## src/rtl/dtc_pkg.sv

```systemverilog
// Shared types and widths for the table-driven decision-tree walker.
// Node layout, FSM state codes and the reset node used by the table.
package dtc_pkg;

    localparam int N_FEAT = 12;
    localparam int OUT_W = 3;
    localparam int N_NODES = 32;
    localparam int DEPTH_MAX_DEF = 8;

    localparam int FEAT_W = $clog2(N_FEAT);
    localparam int PTR_W = $clog2(N_NODES);
    localparam int NODE_W = 1 + FEAT_W + 2 * PTR_W + OUT_W;

    typedef struct packed {
        logic              is_leaf;
        logic [FEAT_W-1:0] feat_idx;
        logic [PTR_W-1:0]  lo_idx;
        logic [PTR_W-1:0]  hi_idx;
        logic [OUT_W-1:0]  leaf_class;
    } node_t;

    localparam logic [1:0] ST_IDLE = 2'd0;
    localparam logic [1:0] ST_WALK = 2'd1;
    localparam logic [1:0] ST_DONE = 2'd2;

    typedef enum logic [1:0] {
        IDLE = ST_IDLE,
        WALK = ST_WALK,
        DONE = ST_DONE
    } state_e;

    localparam node_t RST_NODE = node_t'{1'b1, '0, '0, '0, '0};

    function automatic node_t mk_node(
        input logic              leaf,
        input logic [FEAT_W-1:0] feat,
        input logic [PTR_W-1:0]  lo,
        input logic [PTR_W-1:0]  hi,
        input logic [OUT_W-1:0]  cls
    );
        return node_t'{leaf, feat, lo, hi, cls};
    endfunction

endpackage

```

## src/rtl/dtc_node_table.sv

```systemverilog
// Runtime-loadable node table: one write port, one combinational read.
// Every entry resets to a class-0 leaf so an unloaded tree is harmless.
module dtc_node_table
    import dtc_pkg::*;
(
    input  logic             clk,
    input  logic             rst_n,
    input  logic             we,
    input  logic [PTR_W-1:0] waddr,
    input  node_t            wdata,
    input  logic [PTR_W-1:0] raddr,
    output node_t            rdata
);

    node_t mem [N_NODES];

    always_ff @(posedge clk or negedge rst_n) begin
        if (!rst_n) begin
            for (int i = 0; i < N_NODES; i++) begin
                mem[i] <= RST_NODE;
            end
        end else if (we) begin
            mem[waddr] <= wdata;
        end
    end

    assign rdata = mem[raddr];

endmodule

```

## src/rtl/dtc_walker.sv

```systemverilog
// Sequential decision-tree classifier walking one node per cycle.
// Optional DTC_WALKER_PERF_EN adds perf_count and out_depth ports.
module dtc_walker
    import dtc_pkg::*;
#(
    parameter int DEPTH_MAX = DEPTH_MAX_DEF
) (
    input  logic              clk,
    input  logic              rst_n,
    input  logic              cfg_we,
    input  logic [PTR_W-1:0]  cfg_addr,
    input  logic [NODE_W-1:0] cfg_data,
    output logic              cfg_ready,
    input  logic              in_valid,
    output logic              in_ready,
    input  logic [N_FEAT-1:0] in_feat,
    output logic              out_valid,
    input  logic              out_ready,
    output logic [OUT_W-1:0]  out_class,
    output logic              out_err
`ifdef DTC_WALKER_PERF_EN
    ,
    output logic [31:0]       perf_count,
    output logic [$clog2(DEPTH_MAX+1)-1:0] out_depth
`endif
);

    localparam int DW = $clog2(DEPTH_MAX + 1);

    logic [1:0]        state;
    logic [N_FEAT-1:0] feat_q;
    logic [PTR_W-1:0]  ptr;
    logic [DW-1:0]     depth;
    logic              err_pend;
    logic              tbl_we;
    logic              bad_feat;
    logic              at_limit;
    node_t             node;

    assign tbl_we = cfg_we && (state == ST_IDLE)
                 && (32'(cfg_addr) < N_NODES);

    dtc_node_table u_table (
        .clk   (clk),
        .rst_n (rst_n),
        .we    (tbl_we),
        .waddr (cfg_addr),
        .wdata (node_t'(cfg_data)),
        .raddr (ptr),
        .rdata (node)
    );

    assign bad_feat = 32'(node.feat_idx) >= N_FEAT;
    assign at_limit = depth == DW'(DEPTH_MAX - 1);

    assign in_ready = state == ST_IDLE;
    assign cfg_ready = state == ST_IDLE;
    assign out_valid = state == ST_DONE;

    // An abort is counted as a visited internal node, so it costs one
    // extra WALK cycle before the error result is published.
    always_ff @(posedge clk or negedge rst_n) begin
        if (!rst_n) begin
            state <= ST_IDLE;
            feat_q <= '0;
            ptr <= '0;
            depth <= '0;
            err_pend <= 1'b0;
            out_class <= '0;
            out_err <= 1'b0;
        end else begin
            unique case (state)
                ST_IDLE: begin
                    if (in_valid) begin
                        feat_q <= in_feat;
                        ptr <= '0;
                        depth <= '0;
                        err_pend <= 1'b0;
                        state <= ST_WALK;
                    end
                end
                ST_WALK: begin
                    if (err_pend) begin
                        out_class <= '0;
                        out_err <= 1'b1;
                        state <= ST_DONE;
                    end else if (node.is_leaf) begin
                        out_class <= node.leaf_class;
                        out_err <= 1'b0;
                        state <= ST_DONE;
                    end else if (bad_feat || at_limit) begin
                        err_pend <= 1'b1;
                        depth <= depth + 1'b1;
                    end else begin
                        ptr <= feat_q[node.feat_idx] ? node.hi_idx
                                                     : node.lo_idx;
                        depth <= depth + 1'b1;
                    end
                end
                ST_DONE: begin
                    if (out_ready) begin
                        state <= ST_IDLE;
                    end
                end
                default: state <= ST_IDLE;
            endcase
        end
    end

`ifdef DTC_WALKER_PERF_EN
    always_ff @(posedge clk or negedge rst_n) begin
        if (!rst_n) begin
            perf_count <= '0;
            out_depth <= '0;
        end else begin
            if (out_valid && out_ready) begin
                perf_count <= perf_count + 32'd1;
            end
            if (state == ST_WALK && (err_pend || node.is_leaf)) begin
                out_depth <= depth;
            end
        end
    end
`endif

endmodule

```

## config.mk

```make
export PLATFORM = sky130hd
export DESIGN_NAME = dtc_walker
export DESIGN_NICKNAME = d
export VERILOG_FILES = /design/src/rtl/dtc_pkg.sv /design/src/rtl/dtc_node_table.sv /design/src/rtl/dtc_walker.sv
export SDC_FILE = /design/constraint.sdc
export NUM_CORES = 1
export LEC_CHECK = 0
export CORE_AREA = 2 2 252 254
export CTS_CLUSTER_DIAMETER = 150
export DETAILED_ROUTE_END_ITERATION = 8
export DIE_AREA = 0 0 254 256
export SLEW_MARGIN = 20
export SYNTH_ARGS = -nofsm -noshare
export SYNTH_HDL_FRONTEND = slang
export SYNTH_SLANG_ARGS = --single-unit
```

## constraint.sdc

```tcl
create_clock -name clk -period 4.1 [get_ports clk]
set_clock_uncertainty 0.15 [all_clocks]
set_input_delay 0.41 -clock clk [delete_from_list [all_inputs] [get_ports clk]]
set_output_delay 0.41 -clock clk [all_outputs]
set_load 0.02 [all_outputs]
```

==> impl_metrics.csv <==
group,metric,value,unit
place,place_congestion,0.798,
global_route,grt_max_degree,111,
synthesis,syn_area_per_cell,15.5,um2
sta,hold_ws,222,ps
pwr,internal-power,13.9,mW
worst_setup_path,cp-start-kind,"register",
synthesis,synth_area_leaders,"dfrtp_1, mux2_2, mux4_2",
clock_network,root_buffer,"clkbuf_16",
sta,tns,0,ps
sta,fmax,256,MHz
synthesis,synth_top_area_frac,0.517,
detailed_routing,drtAntennaViolNets,0,
synthesis,ys_warn_count,0,
sta,worstMarginPinSlew,1110,ps
flow_run,maxCapViolations,0,
worst_setup_path,reg2reg_to,"ptr[1]$_DFFE_PN0P_",
worst_hold_path,hold_depth,2,
place,placed_cells,2608,
worst_hold_path,whs_endpoint,"state[1]$_DFFE_PN0P_",
detailed_routing,detail_route.wl_per_cell,26.2,um
pwr,pwr-share-clk,0.322,
floorplan,start_util,0.444,
place,place_ws,267,ps
final_layout,drive_above_1_share,0.523,
pwr,ir_worst_vdd,295,uV
floorplan,die-area,65000,um2
detailed_routing,viasPerCell,5.83,
detailed_routing,drc,0,
detailed_routing,wl,71.5,mm
sta,rsz0062_at_grt,"no",
global_route,grt_pass1_wl,109,mm
sta,drv_slew,0,
clock_network,clock_latency,610,ps
floorplan,die_w,254,um
global_route,use_met1,0.317,
final_layout,final_nets,1875,
pwr,p_sw,5.32,mW
floorplan,design.core.area,62400,um2
worst_hold_path,min_from,"out_ready",
worst_setup_path,startpoint,"ptr[1]$_DFFE_PN0P_",
detailed_routing,dr.pass1.iters,5,
clock_network,cts.sinks,604,
detailed_routing,drt_iter0_drc,982,
synthesis,yosysUniqueCellTypes,54,
place,numPortBuffers,46,
sta,period_minus_slack,3910,ps
global_route,antenna_found_initial,1,
worst_setup_path,reg2reg_depth,8,
global_route,grtUsageMet2,0.359,
worst_setup_path,r2r-start,"ptr[1]$_DFFE_PN0P_",
sta,finalHoldViolCount,0,
clock_network,clk_pin_slew,60,ps
clock_network,cts_resized,0,
global_route,grt.busiest_layer,"met2",
pwr,p_leak,14.2,nW
final_layout,final_util,0.507,
pwr,swShare,0.276,
outcome,status,"finished, final reports clean",
synthesis,synth-seq-area-share,0.547,
synthesis,synth_cells,1788,
global_route,grtUsageMet3,0.0350,
clock_network,htreeDepth,3,
worst_setup_path,worstPathArrival,4270,ps
pwr,power_density,609,nW/um2
worst_hold_path,hold_class,"primary input to register",
synthesis,synthesis.nets,1829,
pwr,pwr-share-seq,0.448,
worst_setup_path,crit_path_end_kind,"register",
worst_setup_path,crit_fanout,36,
sta,finalCritPeriodShare,0.955,
worst_setup_path,ff2ff_setup_slack,190,ps
detailed_routing,num_vias,15900,
synthesis,async_reset_ff_frac,1.00,
global_route,grt.overflow.total,0,
sta,slew_headroom,0.260,
worst_setup_path,cp.required,4460,ps
final_layout,layout.cells.non_filler,2734,
sta,finalSetupViolCount,0,
global_route,grt.total_usage,0.226,
floorplan,num_rows,92,
synthesis,ys.flop_type,"dfrtp_1",
clock_network,cts_tree,"built",
pwr,combPwrFrac,0.230,
sta,fin_ws,186,ps
synthesis,synth_area_leader_cell,"dfrtp_1",
synthesis,synth-edff-count,0,
global_route,grt_pass1_vias,16700,
synthesis,netlist_area,27700,um2
floorplan,io_pins,47,
clock_network,numCtsBuffers,69,
worst_setup_path,path_class,"register to register",
synthesis,ys_ff_latch,604,
final_layout,area_delta_synth_final,14.1,%
floorplan,die_height,256,um
place,hpwl,44.9,mm
clock_network,clk_path_buf_depth,3,
==> registers in the layout (all words and copies together) (netlist names) <==
| name | count |
|---|---|
| out_err | 1 |
| state | 2 |
| feat_q | 12 |
| ptr | 5 |
| out_class | 3 |
| depth | 4 |
| err_pend | 1 |
| u_table.mem | 576 |
==> how the worst max path moves through the flow <==
stage                                   end  slack [ps]  cells past startpoint
3_5_place_dp             ptr[1]$_DFFE_PN0P_         270                      8
4_1_cts                  ptr[1]$_DFFE_PN0P_         270                      8
3_3_place_gp             ptr[3]$_DFFE_PN0P_         300                      8
2_1_floorplan  u_table.mem[558]$_DFFE_PN0P_        1040                      7
5_1_grt                  ptr[1]$_DFFE_PN0P_          10                      8
6_report                 ptr[1]$_DFFE_PN0P_         190                      8
==> metal layers <==
metal	part of all wire	vias to the layer above
met5	0	-
met4	0.028	0
met3	0.037	103
met2	0.49	300
met1	0.45	8744
li1	-	6797
==> per-stage QoR <==
stage / cell area, um2 / total power [mW]
after floorplan: 27700 / 11.7
after global placement: 29400 / 13.0
after detailed placement: 29400 / 13.2
after CTS: 31700 / 19.4
after global routing: 31600 / 20.2
final: 31600 / 19.3
==> synth_stat cells (2+ instances only) <==
cell / instances
o31ai_1: 6
o31a_1: 2
clkbuf_1: 119
a22oi_1: 23
inv_2: 3
a2111oi_0: 10
nand2_1: 56
buf_2: 18
a21oi_1: 10
nand3b_1: 2
or3b_2: 2
and3b_1: 4
inv_1: 3
and4_1: 2
and3_1: 2
mux2i_1: 62
nor2b_1: 7
a22o_1: 7
buf_6: 2
nor3b_1: 5
nand3_1: 16
nand4_1: 6
buf_1: 6
nand2b_1: 3
mux2_2: 585
buf_4: 3
nor2_1: 23
mux4_2: 144
a21o_1: 2
or2_2: 2
dfstp_2: 32
o21ai_1: 3
mux2_1: 5
o21ai_0: 6
o211ai_1: 10
nor3_1: 2
nor4_2: 2
and2_1: 6
dfrtp_1: 572
==> power by group through the flow <==
| stage | clock network [mW] | logic [mW] | registers, mW |
|---|---|---|---|
| final | 6.21 | 4.43 | 8.63 |
| after global routing | 6.61 | 4.76 | 8.83 |
| after CTS | 6.35 | 4.47 | 8.62 |
| after detailed placement | 0 | 4.46 | 8.71 |
| after global placement | 0 | 4.33 | 8.64 |
| after floorplan | 0 | 3.37 | 8.35 |
==> cells in the final DEF (no fill, tap or decap), drive strengths merged, types with 2 or more instances in the layout <==
cell type      Yosys  layout
mux2             591     591
dfrtp            572     572
mux4             144     144
clkbuf           119     102
buf               29      90
mux2i             62      62
nand2             56      56
clkdlybuf4s50      0      32
dfstp             32      32
a22oi             23      23
nor2              23      23
nand3             16      16
clkinv             0      16
a2111oi           11      11
a21oi             10      10
o211ai            10      10
o21ai              9       9
nor2b              7       7
a22o               7       7
inv                6       7
and2               6       6
nand4              6       6
o31ai              6       6
nor3b              5       5
and3b              5       5
bufinv             0       4
nand2b             3       3
nor3               3       3
nor4               3       3
and4               2       2
or3b               2       2
or2                2       2
nand3b             2       2
o31a               2       2
a21o               2       2
and3               2       2
==> cell type report <==
class	instances	area (um2)
clock inverters	22	239
inverters	6	22.5
multi-input cells	1030	12000
repair buffers	123	1110
diodes	1	2.50
clock buffers	102	2050
well taps	846	1060
flip-flops and latches	604	15200
fillers	5272	30800
==> worst max-delay path, cell delays in order (launching register included) <==
cell,delay (ps)
dfrtp_4,820
nor2_1,300
a22o_1,260
a21oi_1,340
a41oi_1,200
a22oi_1,840
or2_2,260
o21ai_0,280
o211ai_1,310
==> timing repair <==
| item | CTS | global route |
|---|---|---|
| setup buffers | 0 | 0 |
| endpoints found under the setup margin | 0 | 0 |
| hold buffers | 1 | 0 |
| hold endpoints to repair | 61 | 0 |
==> cells by family after synthesis <==
logic type	synth area share
adders and majority gates	0.000452
and+or+nand+nor	0.0267
DFF	0.547
buffers and inverters	0.0226
xor gates and xnor gates	0.000316
muxes	0.380
AOI/OAI and AO/OA	0.0231
(Power assumes the default switching activity.)
